[src/rtl/if_stage_if.sv]
// Instruction-memory fetch bus between the fetch stage (master) and imem (slave).
// Single outstanding request: req&ready accepts, valid returns the word later.
interface if_stage_if;
    logic        imem_req;
    logic [31:0] imem_addr;
    logic        imem_ready;
    logic [31:0] imem_rdata;
    logic        imem_valid;

    modport master (
        output imem_req,
        output imem_addr,
        input  imem_ready,
        input  imem_rdata,
        input  imem_valid
    );

    modport slave (
        input  imem_req,
        input  imem_addr,
        output imem_ready,
        output imem_rdata,
        output imem_valid
    );
endinterface

[src/rtl/if_stage.sv]
// Instruction-fetch stage: owns the PC, issues one outstanding imem request at
// a time and loads each fetched word plus its address into the IF/ID register.
//
// state | meaning
// FETCH | request at pc is offered to imem
// WAIT  | request accepted, waiting for its response (drop set = response is stale)
// HOLD  | response arrived under stall, parked in skid until decode frees up
// HALT  | fetch stopped; only reset leaves
module if_stage #(
    parameter logic [31:0] RESET_PC  = 32'd10000,
    parameter logic [31:0] HALT_INSN = 32'hFFFF_FFFF
) (
    input  logic        clk,
    input  logic        reset,
    if_stage_if.master  imem,
    input  logic        stall,
    input  logic        redirect,
    input  logic [31:0] redirect_pc,
    input  logic        halt_control,
    output logic [31:0] instruction,
    output logic [31:0] pc_out,
    output logic        valid,
    output logic        halt_fetch
);
    typedef enum logic [1:0] {FETCH, WAIT, HOLD, HALT} state_t;

    state_t      state, state_n;
    logic [31:0] pc, pc_n;
    logic [31:0] pend_pc, pend_pc_n;
    logic [31:0] skid_insn, skid_insn_n;
    logic [31:0] skid_pc, skid_pc_n;
    logic        drop, drop_n;
    logic        deliver;
    logic [31:0] del_insn, del_pc;
    logic [31:0] redirect_tgt;
    logic        accept;

    assign redirect_tgt   = redirect_pc & ~32'd3;
    assign imem.imem_addr = pc;
    assign imem.imem_req  = reset && (state == FETCH) && !redirect && !halt_control;
    assign accept         = imem.imem_req && imem.imem_ready;

    // Next-state and delivery decode; halt_control outranks redirect, which outranks fetch.
    always_comb begin
        state_n     = state;
        pc_n        = pc;
        pend_pc_n   = pend_pc;
        skid_insn_n = skid_insn;
        skid_pc_n   = skid_pc;
        drop_n      = drop;
        deliver     = 1'b0;
        del_insn    = '0;
        del_pc      = '0;
        case (state)
            FETCH: begin
                if (halt_control) begin
                    state_n = HALT;
                end else if (redirect) begin
                    pc_n = redirect_tgt;
                end else if (accept) begin
                    pend_pc_n = pc;
                    state_n   = WAIT;
                end
            end
            WAIT: begin
                if (halt_control) begin
                    state_n = HALT;
                    drop_n  = 1'b0;
                end else if (imem.imem_valid) begin
                    if (drop || redirect) begin
                        drop_n  = 1'b0;
                        state_n = FETCH;
                        if (redirect) pc_n = redirect_tgt;
                    end else if (stall) begin
                        skid_insn_n = imem.imem_rdata;
                        skid_pc_n   = pend_pc;
                        state_n     = HOLD;
                    end else begin
                        deliver  = 1'b1;
                        del_insn = imem.imem_rdata;
                        del_pc   = pend_pc;
                        pc_n     = pend_pc + 32'd4;
                        state_n  = FETCH;
                    end
                end else if (redirect) begin
                    // old request still in flight: remember to discard its response
                    pc_n   = redirect_tgt;
                    drop_n = 1'b1;
                end
            end
            HOLD: begin
                if (halt_control) begin
                    state_n = HALT;
                end else if (redirect) begin
                    pc_n    = redirect_tgt;
                    state_n = FETCH;
                end else if (!stall) begin
                    deliver  = 1'b1;
                    del_insn = skid_insn;
                    del_pc   = skid_pc;
                    pc_n     = skid_pc + 32'd4;
                    state_n  = FETCH;
                end
            end
            HALT: begin
            end
            default: state_n = FETCH;
        endcase
        if (deliver && (del_insn == HALT_INSN)) state_n = HALT;
    end

    // State, PC, skid and IF/ID register; IF/ID holds under stall, else loads or bubbles.
    always_ff @(posedge clk) begin
        if (!reset) begin
            state       <= FETCH;
            pc          <= RESET_PC;
            pend_pc     <= '0;
            skid_insn   <= '0;
            skid_pc     <= '0;
            drop        <= 1'b0;
            instruction <= '0;
            pc_out      <= '0;
            valid       <= 1'b0;
            halt_fetch  <= 1'b0;
        end else begin
            state     <= state_n;
            pc        <= pc_n;
            pend_pc   <= pend_pc_n;
            skid_insn <= skid_insn_n;
            skid_pc   <= skid_pc_n;
            drop      <= drop_n;
            if (!stall) begin
                valid       <= deliver;
                instruction <= deliver ? del_insn : 32'd0;
                if (deliver) pc_out <= del_pc;
            end
            if (deliver && (del_insn == HALT_INSN)) halt_fetch <= 1'b1;
        end
    end
endmodule

[src/flat_wrapper.sv]
// flat-port wrapper written by rule: the top's interface ports become plain ports
module if_stage_flat 
#(
    parameter logic [31:0] RESET_PC  = 32'd10000,
    parameter logic [31:0] HALT_INSN = 32'hFFFF_FFFF
)
  (clk, reset, stall, redirect, redirect_pc, halt_control, instruction, pc_out, valid, halt_fetch, imem_imem_req, imem_imem_addr, imem_imem_ready, imem_imem_rdata, imem_imem_valid);
  if_stage_if imem_i ();
  input  logic clk;
  input  logic reset;
  input  logic stall;
  input  logic redirect;
  input  logic [31:0] redirect_pc;
  input  logic halt_control;
  output logic [31:0] instruction;
  output logic [31:0] pc_out;
  output logic valid;
  output logic halt_fetch;
  output wire logic [$bits(imem_i.imem_req)-1:0] imem_imem_req;
  output wire logic [$bits(imem_i.imem_addr)-1:0] imem_imem_addr;
  input wire logic [$bits(imem_i.imem_ready)-1:0] imem_imem_ready;
  input wire logic [$bits(imem_i.imem_rdata)-1:0] imem_imem_rdata;
  input wire logic [$bits(imem_i.imem_valid)-1:0] imem_imem_valid;
  assign imem_imem_req = imem_i.imem_req;
  assign imem_imem_addr = imem_i.imem_addr;
  assign imem_i.imem_ready = imem_imem_ready;
  assign imem_i.imem_rdata = imem_imem_rdata;
  assign imem_i.imem_valid = imem_imem_valid;
  if_stage #(.RESET_PC(RESET_PC), .HALT_INSN(HALT_INSN)) u_core (.clk(clk), .reset(reset), .imem(imem_i), .stall(stall), .redirect(redirect), .redirect_pc(redirect_pc), .halt_control(halt_control), .instruction(instruction), .pc_out(pc_out), .valid(valid), .halt_fetch(halt_fetch));
endmodule
[config.mk]
export PLATFORM = sky130hd
export DESIGN_NAME = if_stage_flat
export DESIGN_NICKNAME = d
export VERILOG_FILES = /design/src/rtl/if_stage_if.sv /design/src/rtl/if_stage.sv /design/src/flat_wrapper.sv
export SDC_FILE = /design/constraint.sdc
export NUM_CORES = 1
export LEC_CHECK = 0
export ABC_CLOCK_PERIOD_IN_PS = 3000
export BUFFER_PORTS_ARGS = -buffer_cell sky130_fd_sc_hd__buf_2
export CORE_ASPECT_RATIO = 0.5
export CORE_MARGIN = 1.5
export CORE_UTILIZATION = 50
export DETAILED_ROUTE_END_ITERATION = 16
export HOLD_SLACK_MARGIN = 0.03
export MAX_ROUTING_LAYER = met4
export PLACE_DENSITY = 0.73
export SETUP_SLACK_MARGIN = 0.15
export SLEW_MARGIN = 20
export SYNTH_ARGS = -nofsm -noshare
export SYNTH_HDL_FRONTEND = slang
export SYNTH_SLANG_ARGS = --single-unit
[constraint.sdc]
create_clock -name clk -period 3 [get_ports clk]
set_clock_uncertainty 0.1 [all_clocks]
set_input_delay 0.45 -clock clk [delete_from_list [all_inputs] [get_ports clk]]
set_output_delay 0.45 -clock clk [all_outputs]
set_load 0.05 [all_outputs]
==> results.toml <==
[synth]
yosysTopAreaCellShare = 0.398
synthSimpleGateAreaFrac = 0.229
synth_warnings = 0
synth_edf_count = 0
synth_xor_xnor_area_share = 0.0495
synth_area_um2 = 9920
synth_compound_gate_area_share = 0.266
ys_ff_latch = 197
synth-adder-area-share = 0.00883
avgSynthCellArea_um2 = 8.12
netlist_instances = 1221
syn_nets = 1299
synth_top_family_by_area = "compound AO/OA/AOI/OAI gates"
synth_ff_type = "dfxtp_1"
yosysUniqueCellTypes = 47
synthMuxAreaShare = 0
yosysTopAreaCell = "dfxtp_1"
ys_seq_area_frac = 0.398
synthTopCellsByArea = "dfxtp_1, nand2_1, a21boi_0"
yosysMostFrequentCell = "nand2_1"
async_flop_share = 0
yosys-top-cells-count = "nand2_1, dfxtp_1, a21boi_0"

[timing]
setup_viol = 0
fmax_ghz = 0.366
maxSlewViolCount = 0
post-route-period-util = 0.911
setup-tns-final_ns = 0
rsz0062_at_grt = "yes"
tightest_slew_ns = 0.878
fin_ws_ns = 0.268
timing.slew.headroom = 0.415
whs_ns = 0.113
period_minus_slack_ns = 2.73
final-hold-violation-count = 0

[drt]
ant_nets = 0
routed-via-count = 9619
drt_iter0_drc = 856
dr.pass1.iters = 8
drcViolationCount = 0
drt_wl_total_um = 29700
drt-wirelength-per-cell_um = 18.2
via_per_inst = 5.90

[power_and_ir_drop]
p_sw_frac = 0.381
leakagePower_uw = 0.00417
p_sw_uw = 2990
clkPwrFrac = 0.294
seqPwrFrac = 0.378
power_density_nw_per_um2 = 672
p_comb_frac = 0.328
internal_power_uw = 4850
vdd_drop_max_mv = 0.485

[placement]
place_congestion = 0.887
port_buffers = 167
hpwl_um = 19900
dp_slack_ns = 0.104
dp.cells = 1592

[global_route]
grt_util_met1 = 0.394
grt_util_all_layers = 0.293
met3_usage = 0.0477
grt_pass1_vias = 8739
grt-busiest-layer = "met2"
grtUsageMet2 = 0.452
overflow = 0
antenna_found_initial = 2
grt_first_pass_wirelength_um = 46700
grt_max_degree = 107

[cts]
clockRootBuffer = "clkbuf_16"
cts.path.max_buffers = 2
clock_latency_ns = 0.45
hold_buffers = 0
htreeDepth = 4
cts_tree = "built"
clk_pin_slew_ns = 0.07
cts.sinks = 197
cts_buffers = 17

[worst_setup_path]
critPathRequiredTime_ns = 3.29
end_kind = "flop"
cp-start-kind = "flop"
worstSetupPathType = "reg -> reg"
crit_fanout = 14
arrival_ns = 3.02
r2r_slack_ns = 0.27

[final_layout]
instances_no_fill = 1631
nets = 1428
syn_to_final_growth_pct = 17.6
drive_above_1_share = 0.200

[floorplan]
ios = 170
start_util = 0.510
core_region_area_um2 = 19500
die_x_um = 202
rows = 36
fp.dieH_um = 103
die-area_um2 = 20700

[worst_hold_path]
holdCritPathClass = "in -> reg"

[run_status]
outcome = "completed"

[flow_run]
drv_cap = 0
## stage by stage
stage	util	instance area, um2	total power [uW]
6_report	0.599	11700	7830
5_1_grt	0.599	11700	8140
4_1_cts	0.596	11600	7780
3_5_place_dp	0.566	11000	5500
3_3_place_gp	0.566	11000	5430
2_1_floorplan	-	9920	4710
## cell usage in the layout, fill, tap and decap left out, types with 3 or more instances in the layout
cell,count
nand4_1,18
a222oi_1,10
a31o_2,15
xor2_1,34
a22o_1,34
o22ai_1,25
nor2_1,52
xnor2_1,22
nand3_1,41
and2_1,9
ha_1,6
a221oi_1,35
diode_2,3
dfxtp_1,197
nand2_1,259
a32oi_1,16
and4_1,9
inv_1,13
a21oi_1,17
o21ai_0,35
nor3_1,9
nor2b_1,46
clkbuf_8,6
clkbuf_16,17
o21ai_1,10
and3_1,7
a22oi_1,41
buf_4,46
buf_2,166
a21boi_0,103
nor3b_1,26
## metal layers
layer / up-vias / share of wire
met5: - / 0
met4: 0 / 0.018
met3: 44 / 0.065
met2: 342 / 0.45
met1: 4622 / 0.46
li1: 4611 / -
## critical path, cell delays in order, from the launching register on
cell and delay (ns):
dfxtp_1 0.34, inv_1 0.11, ha_1 0.17, and3b_2 0.24
and2_4 0.23, buf_8 0.16, a32oi_1 0.10, o21ai_0 0.17
nand4_1 0.13, or4_4 0.57, a21oi_2 0.17, o221a_1 0.19
## what timing repair did
item / CTS / global route
pin swaps: 0 / 1
endpoints found under the setup margin: 2 / 8
gates cloned: 0 / 1
setup buffers: 0 / 4
gates resized for setup: 1 / 13
## logic make-up (layout without fill, tap and decap cells)
| family | count (synthesis) | in the layout |
|---|---|---|
| AOI/OAI and AO/OA | 355 | 355 |
| and+or+nand+nor | 486 | 487 |
| buffers and inverters | 120 | 260 |
| other | 0 | 3 |
| DFF | 197 | 197 |
| adders and majority gates | 7 | 7 |
| xor gates and xnor gates | 56 | 56 |
## power groups by stage
stage | Sequential [uW] | Combinational [uW] | Clock, uW
6_report | 2960 | 2570 | 2310
5_1_grt | 2980 | 2740 | 2420
3_5_place_dp | 3020 | 2480 | 0
2_1_floorplan | 3470 | 1230 | 0
3_3_place_gp | 3010 | 2430 | 0
4_1_cts | 2960 | 2490 | 2330
## layout make-up
| cell class | count | area, um2 |
|---|---|---|
| inverter | 13 | 48.8 |
| tap | 266 | 333 |
| fill | 1768 | 7800 |
| antenna | 3 | 7.51 |
| sequential | 197 | 3940 |
| clock inverter | 6 | 67.6 |
| timing repair buffer | 216 | 1230 |
| clock buffer | 25 | 515 |
| multi-input combinational | 905 | 5510 |
## flip-flops by register name (all words and copies together) (netlist names)
name,count
u_core.drop,1
u_core.skid_insn,32
u_core.state,2
u_core.skid_pc,32
u_core.pc_out,32
u_core.halt_fetch,1
u_core.instruction,32
u_core.valid,1
u_core.pend_pc,32
u_core.imem.imem_addr,32
## path summary, 6_finish.rpt
kind / end / from / cells after the start
setup / recovery: u_core.state[1] / u_core.state[1] / 11
setup reg to reg: u_core.state[1] / u_core.state[1] / 11
hold / removal: u_core.imem.imem_addr[10] / redirect_pc[10] / 3
hold reg to reg: u_core.halt_fetch / u_core.halt_fetch / 2
Note: power is estimated with default switching activity, not from simulation.
